$ cat src/rtl/bist_pkg.sv
// Shared types and constants for the BIST pattern generator / response compactor.
package bist_pkg;

    typedef enum logic [1:0] {
        IDLE = 2'd0,
        RUN  = 2'd1,
        ZERO = 2'd2,
        DONE = 2'd3
    } state_t;

    localparam logic [15:0] SIG_POLY = 16'h1021;
    localparam logic [15:0] DEF_POLY = 16'hB400;
    localparam logic [15:0] DEF_SEED = 16'hACE1;

    // A zero seed would lock the LFSR, so it is replaced by the default seed.
    function automatic logic [15:0] pick_seed(input logic [15:0] value, input logic [15:0] fallback);
        return (value == 16'h0000) ? fallback : value;
    endfunction

endpackage

$ cat src/rtl/lfsr16_step.sv
// Combinational next-state of a 16-bit shift register with XOR feedback mask.
// SHIFT_LEFT=0 gives a right-shifting Galois LFSR, SHIFT_LEFT=1 a left-shifting serial compactor.
module lfsr16_step #(
    parameter logic [15:0] MASK       = 16'h1021,
    parameter bit          SHIFT_LEFT = 1'b1
) (
    input  logic [15:0] cur,
    input  logic        serial_in,
    output logic [15:0] next
);

    logic fb;

    always_comb begin
        fb   = 1'b0;
        next = 16'h0000;
        if (SHIFT_LEFT) begin
            fb   = cur[15] ^ serial_in;
            next = {cur[14:0], 1'b0} ^ (fb ? MASK : 16'h0000);
        end else begin
            fb   = cur[0] ^ serial_in;
            next = {1'b0, cur[15:1]} ^ (fb ? MASK : 16'h0000);
        end
    end

endmodule

$ cat src/rtl/bist_tpg_ctrl.sv
// BIST pattern generator and signature/ones-count compactor for a 16-input CUT.
// Optional macro BIST_TPG_ZERO_PATTERN_EN appends one all-zero pattern to every run.
module bist_tpg_ctrl
    import bist_pkg::*;
#(
    parameter logic [15:0] SEED         = DEF_SEED,
    parameter logic [15:0] POLY         = DEF_POLY,
    parameter int unsigned NUM_PATTERNS = 1024
) (
    input  logic        clk,
    input  logic        rst_n,
    input  logic        start,
    input  logic        seed_load,
    input  logic [15:0] seed_in,
    output logic [15:0] pattern,
    output logic        pattern_valid,
    input  logic        cut_resp,
    output logic        busy,
    output logic        done,
    output logic [15:0] signature,
    output logic [16:0] ones_count
);

    localparam logic [15:0] LAST = 16'(NUM_PATTERNS - 1);

    state_t      state;
    logic [15:0] lfsr;
    logic [15:0] seed_reg;
    logic [15:0] count;
    logic [15:0] lfsr_nxt;
    logic [15:0] sig_nxt;

    lfsr16_step #(.MASK(POLY), .SHIFT_LEFT(1'b0)) u_lfsr_step (
        .cur       (lfsr),
        .serial_in (1'b0),
        .next      (lfsr_nxt)
    );

    lfsr16_step #(.MASK(SIG_POLY), .SHIFT_LEFT(1'b1)) u_sig_step (
        .cur       (signature),
        .serial_in (cut_resp),
        .next      (sig_nxt)
    );

    // pattern_valid is never set in IDLE, so the compaction below cannot collide with the clear on start.
    always_ff @(posedge clk or negedge rst_n) begin
        if (!rst_n) begin
            state         <= IDLE;
            lfsr          <= SEED;
            seed_reg      <= SEED;
            count         <= 16'h0000;
            pattern       <= 16'h0000;
            pattern_valid <= 1'b0;
            busy          <= 1'b0;
            done          <= 1'b0;
            signature     <= 16'h0000;
            ones_count    <= 17'h00000;
        end else begin
            if (pattern_valid) begin
                signature <= sig_nxt;
                if (cut_resp && ones_count != '1)
                    ones_count <= ones_count + 17'd1;
            end

            case (state)
                IDLE: begin
                    done <= 1'b0;
                    if (seed_load)
                        seed_reg <= pick_seed(seed_in, SEED);
                    if (start) begin
                        state         <= RUN;
                        lfsr          <= seed_reg;
                        pattern       <= seed_reg;
                        pattern_valid <= 1'b1;
                        busy          <= 1'b1;
                        count         <= 16'h0000;
                        signature     <= 16'h0000;
                        ones_count    <= 17'h00000;
                    end
                end

                RUN: begin
                    lfsr <= lfsr_nxt;
                    if (count == LAST) begin
                        busy    <= 1'b0;
                        pattern <= 16'h0000;
`ifdef BIST_TPG_ZERO_PATTERN_EN
                        state         <= ZERO;
                        pattern_valid <= 1'b1;
`else
                        state         <= DONE;
                        pattern_valid <= 1'b0;
                        done          <= 1'b1;
`endif
                    end else begin
                        pattern <= lfsr_nxt;
                        count   <= count + 16'd1;
                    end
                end

`ifdef BIST_TPG_ZERO_PATTERN_EN
                ZERO: begin
                    state         <= DONE;
                    pattern_valid <= 1'b0;
                    done          <= 1'b1;
                end
`endif

                DONE: begin
                    state <= IDLE;
                    done  <= 1'b0;
                end

                default: begin
                    state         <= IDLE;
                    pattern       <= 16'h0000;
                    pattern_valid <= 1'b0;
                    busy          <= 1'b0;
                    done          <= 1'b0;
                end
            endcase
        end
    end

endmodule
$ cat config.mk
export PLATFORM = sky130hd
export DESIGN_NAME = bist_tpg_ctrl
export DESIGN_NICKNAME = d
export VERILOG_FILES = /design/src/rtl/bist_pkg.sv /design/src/rtl/lfsr16_step.sv /design/src/rtl/bist_tpg_ctrl.sv
export SDC_FILE = /design/constraint.sdc
export NUM_CORES = 1
export LEC_CHECK = 0
export ABC_AREA = 0
export CELL_PAD_IN_SITES_DETAIL_PLACEMENT = 1
export CELL_PAD_IN_SITES_GLOBAL_PLACEMENT = 1
export CORE_AREA = 4 4 117 119
export CTS_CLUSTER_DIAMETER = 100
export DETAILED_ROUTE_END_ITERATION = 8
export DIE_AREA = 0 0 121 123
export PLACE_DENSITY_LB_ADDON = 0.1
export SLEW_MARGIN = 20
export SYNTH_ARGS = -nofsm -noshare
export SYNTH_HDL_FRONTEND = slang
export SYNTH_SLANG_ARGS = --single-unit
$ cat constraint.sdc
create_clock -name clk -period 2.39 [get_ports clk]
set_input_delay 0.478 -clock clk [delete_from_list [all_inputs] [get_ports clk]]
set_output_delay 0.478 -clock clk [all_outputs]
set_load 0.005 [all_outputs]
### After elaboration in Yosys (flattened, before gate mapping)

Cells that the tools add are included.

| operators by class | value |
|---|---|
| bitwise operators | 4 |
| add/subtract/negate cells | 2 |
| muxes and demuxes | 25 |
| equality and inequality tests | 7 |
| reduce and logical (&&, ||, !) cells | 10 |

Operators with widths:

| kind | number |
|---|---|
| $mux W16 | 9 |
| $mux W17 | 4 |
| $pmux W16 S2 | 2 |
| $pmux W16 S3 | 1 |
| $add A17 B1 Y17 const B | 1 |
| $ne A17 B17 Y1 const B | 1 |
| $add A16 B1 Y16 const B | 1 |
| $eq A16 B10 Y1 const B | 1 |
| $logic_not A16 Y1 | 1 |
| $xor A15 B16 Y16 | 1 |
| $xor A16 B16 Y16 | 1 |
| $mux W13 | 1 |
| $reduce_and A2 Y1 | 4 |
| $ne A2 B2 Y1 const B | 3 |
| $reduce_and A3 Y1 | 2 |
| $mux W1 | 4 |
| $mux W2 | 2 |
| $pmux W2 S2 | 1 |
| $pmux W1 S3 | 1 |
| $eq A2 B1 Y1 const B | 1 |
| $eq A2 B2 Y1 const B | 1 |
| $logic_not A2 Y1 | 1 |
| $reduce_bool A2 Y1 | 1 |
| $logic_and A1 B1 Y1 | 1 |
| other kinds (2) | 2 |

| storage, ports and cells | value |
|---|---|
| word-level logic and storage cells | 57 |
| input bits | 21 |
| bits in registers | 101 |
| output and inout bits | 52 |

### Longest topological paths before layout

| logic depth | value |
|---|---|
| depth in word-level cells | 6 |
| depth in mapped cells | 10 |
| depth with buffers taken out | 9 |

### Cells and area by module

Synthesis repeated with hierarchy kept, for this count alone.

| unflattened totals | value |
|---|---|
| cells, all modules | 474 |
| area, all modules | 5,111.2 um^2 |

Modules (own cells, without submodules):

| module | cells an instance | sequential area each (um^2) | area each (um^2) | times used |
|---|---|---|---|---|
| bist_tpg_ctrl | 439 | 2,547.4 | 4,767.1 | 1 |
| lfsr16_step (u_lfsr_step) | 18 | 0.0 | 182.7 | 1 |
| lfsr16_step (u_sig_step) | 17 | 0.0 | 161.4 | 1 |

### Worst setup path before layout

No wires, ideal clock.

| timing path | value |
|---|---|
| kind | reg2reg |
| start | register ones_count[0] |
| end | register ones_count[13] |
| required time | 2.312 ns |
| setup slack | 0.029 ns |
| arrival | 2.283 ns |
| path buffers | 1 |
| period minus slack after synthesis | 2.361 ns |
| setup time | 0.078 ns |
| cell stages (with the launch flop) | 11 |
| cells stage by stage | dfrtp_1 ha_1 and2_1 nand2_1 nor2_1 ha_1 nand3b_1 or2_1 clkbuf_1 or4_1 a21oi_1 |

| between the ends | value |
|---|---|
| longest elaborated chain between the ends | 6 |
| elaborated cells on any way between the ends | 7 |
| those cells by class | add/sub: 1; eq/ne: 1; mux: 4; reduce/logical: 1 |

Ends and longest elaborated chain:

| what | line | RTL |
|---|---|---|
| start, declared | bist_tpg_ctrl.sv:21 | `output logic [16:0] ones_count` |
| start signal, assigned | bist_tpg_ctrl.sv:62 | `ones_count <= ones_count + 17'd1;` |
| branches (longest 2 deep; another with $add A17 B1 Y17) | n/a |  |
| $mux W17 * | bist_tpg_ctrl.sv:61 | `if (cut_resp && ones_count != '1)` |
| $mux W17 * | bist_tpg_ctrl.sv:59 | `if (pattern_valid) begin` |
| $mux W17 | bist_tpg_ctrl.sv:70 | `if (start) begin` |
| $mux W17 * | bist_tpg_ctrl.sv:65 | `case (state)` |

Every way passes the cells marked *.
A chain may end at the register's enable or synchronous reset.

### Worst setup path in the final report

Same ends and word-level chain as after synthesis.

==> results.toml <==
[cells_and_area]
max_flop_register = "ones_count"
antenna_cells = 0
num-fill-cells = 1399
drive_gt1_frac = 0.144
final_nets = 566
area_delta_synth_final_pct = 27.9
largest_register_ffs = 17
instances_no_fill = 719

[sta]
min_period_ps = 2220
finalCritPeriodShare = 0.928
fmax_ghz = 0.451
hold_viol_final = 0
slew_headroom = 0.523
setup_tns_ps = 0
rsz0062_at_grt = "no"
finClkSkew_ps = 7.43
setup_viol = 0
tightest_slew_ps = 709
slew_viol_final = 0

[pwr]
power.density_nw_per_um2 = 1030
peakVddDrop_v = 0.000380
leakagePower_nw = 2.64
power_mw = 6.23

[logic_synthesis]
yosysMostFrequentCell = "dfrtp_1"
synth_nets = 484
synth-seq-cells = 101
synth_cell_types = 61
yosysSeqAreaShare = 0.537
ys.flop_type = "dfrtp_1"
synth_edf_count = 0
synth.top_cells.by_count = "85 x dfrtp_1, 75 x nand2_1, 46 x nor2_1"
yosys.area.top_type = "dfrtp_1"
ys.warnings.count = 0
postSynth.asyncResetShare = 1.00
synthCells = 460
synth_top_area_share = 0.448
synth_area_um2 = 4750
avgSynthCellArea_um2 = 10.3
synth.area.top_cells = "dfrtp_1 45%, dfstp_2 8.9%, nand2_1 5.9%"

[worst_setup_path]
cp_slowest_cell = "or4_1"
endpoint_kind = "register"
crit_type = "register to register"
cp.arrival_ps = 2490
cp_num_buf_inv = 0
worstPathMaxFanout = 7
r2r_start = "ones_count[0]$_DFF_PN0_"
cpPeakStageDelay_ps = 480
path_delay_family = "simple AND/OR/NAND/NOR gates"
cp_cell_sequence = "ha_1, and2_1, nand2_1, nor2_1, ha_1, nand3b_1, or2_4, or4_1, a21oi_1"
start_kind = "register"
cp.required_ps = 2670
r2r_cells = 9
rrSetupSlack_ps = 170
path_common_cell = "ha_1"
reg2reg_to = "ones_count[13]$_DFF_PN0_"

[clock_network]
h-tree-depth = 3
cts_tree = "built"
cts_setup_buffers = 0
cts-buffers-inserted = 9
clockBufferDepth = 2
insertion_delay_ps = 350
clockRootBuffer = "clkbuf_16"
clk_pin_slew_worst_paths_ps = 70
cts_sinks = 101

[global_route]
track_usage = 0.179
grt-ovfl-total = 0
antenna_found_initial = 0
grt_max_degree = 65
grt_pass1_wl_um = 21300
grt_pass1_vias = 4063

[routing]
wl_met2_um = 6090
dr.first_iter.drc_count = 189
dr.pass1.iters = 4
top_layer_used = "met4"
num_vias = 3803
wl_met1_um = 5830
route.detailed.drc = 0
routed_wl_um = 12500
wl_met3_um = 349
vias_per_cell = 5.29
wl_per_cell_um = 17.3
ant_nets = 0

[placement]
dpl.hpwl_um = 8840
numPortBuffers = 72
dp_cells = 702
routabilityCongestion = 0.779

[floorplanning]
ioPinCount = 73
die_area_um2 = 14900
design.core.area_um2 = 12600
row_count = 41
die_h_um = 123
initial_core_util = 0.378
dieWidth_um = 121

[status]
status = "finished, final reports clean"

[worst_hold_path]
worstHoldStart = "seed_reg[6]$_DFFE_PN1P_"
hold_depth = 2
hold_end = "lfsr[6]$_DFFE_PN1P_"
worstHoldPathType = "register to register"

[job]
maxCapViolations = 0
==> worst max path at each step <==
stage / end / from / slack, ps / depth (start not counted)
2_1_floorplan: ones_count[13]$_DFF_PN0_ / ones_count[0]$_DFF_PN0_ / 30 / 10
3_3_place_gp: ones_count[13]$_DFF_PN0_ / ones_count[0]$_DFF_PN0_ / 220 / 9
3_5_place_dp: ones_count[13]$_DFF_PN0_ / ones_count[0]$_DFF_PN0_ / 150 / 9
4_1_cts: ones_count[13]$_DFF_PN0_ / ones_count[0]$_DFF_PN0_ / 130 / 9
5_1_grt: ones_count[14]$_DFF_PN0_ / ones_count[0]$_DFF_PN0_ / 40 / 9
6_report: ones_count[13]$_DFF_PN0_ / ones_count[0]$_DFF_PN0_ / 170 / 9
==> layer usage <==
layer	GRT usage	up-vias
li1	-	1809
met1	0.243	1924
met2	0.297	57
met3	0.0256	13
met4	0.0616	0
met5	0	-
==> worst register-to-register path, stage by stage, from the launching register on <==
cell and delay [ps]:
dfrtp_1 380, ha_1 210, and2_1 170, nand2_1 60
nor2_1 40, ha_1 180, nand3b_1 170, or2_4 290
or4_1 480, a21oi_1 160
==> power breakdown <==
| group | switching, mW | internal, mW |
|---|---|---|
| clock | 0.639 | 0.919 |
| sequential | 0.528 | 2.36 |
| combinational | 0.725 | 1.06 |
==> area by class of cell <==
class / count / area [um2] / share of cell area
Timing Repair Buffer: 99 / 961 / 0.158
Clock inverter: 3 / 65.1 / 0.0107
Sequential cell: 101 / 2550 / 0.420
Tap cell: 172 / 215 / 0.0354
Clock buffer: 13 / 240 / 0.0396
Inverter: 6 / 22.5 / 0.00371
Multi-Input combinational cell: 325 / 2020 / 0.333
==> metrics by stage <==
| stage | utilization | hold WS (ps) | cell area [um2] | worst slack (ps) |
|---|---|---|---|---|
| after detailed placement | 0.458 | 336 | 5750 | 148 |
| after global routing | 0.483 | 532 | 6070 | 38.1 |
| after CTS | 0.483 | 501 | 6070 | 129 |
| after floorplan | - | 182 | 4750 | 29.2 |
| final | 0.483 | 500 | 6070 | 173 |
| after global placement | 0.458 | 333 | 5750 | 217 |
==> layout by cell type, fill, tap and decap left out, types with 3 or more instances in the layout <==
master	synthesis	routed
xor2_1	6	6
nand3_1	10	10
buf_4	3	24
or4_1	6	6
buf_12	0	3
a31oi_1	14	14
nand2_1	75	75
nor4_1	7	7
o21ai_0	8	8
mux2i_1	21	21
dfrtp_1	85	85
a21oi_1	16	16
clkbuf_1	13	4
o31ai_1	8	8
and3_2	2	3
nor3_1	5	5
inv_1	6	6
clkdlybuf4s50_1	0	71
a211oi_1	3	3
xnor2_1	9	9
nand4_1	9	9
or3_1	7	7
a21oi_2	3	3
o22a_1	8	8
dfstp_2	16	16
ha_1	3	3
a22oi_1	15	15
nor2_1	46	46
mux2_2	9	9
clkbuf_16	0	9
==> timing repair <==
item                       4_1_cts  5_1_grt
setup endpoints to repair        0        1
hold buffers                     1        0
hold endpoints to repair        10        0
resized for setup                0        1
==> cells by family after synthesis <==
kind of cell,count (synthesis),synth area share
and+or+nand+nor,190,0.194
DFF,101,0.537
AOI/OAI and AO/OA,87,0.130
buffers and inverters,34,0.0382
muxes,30,0.0656
xor gates and xnor gates,15,0.0277
adders and majority gates,3,0.00791
No activity file was read; power rests on OpenSTA's default activity.
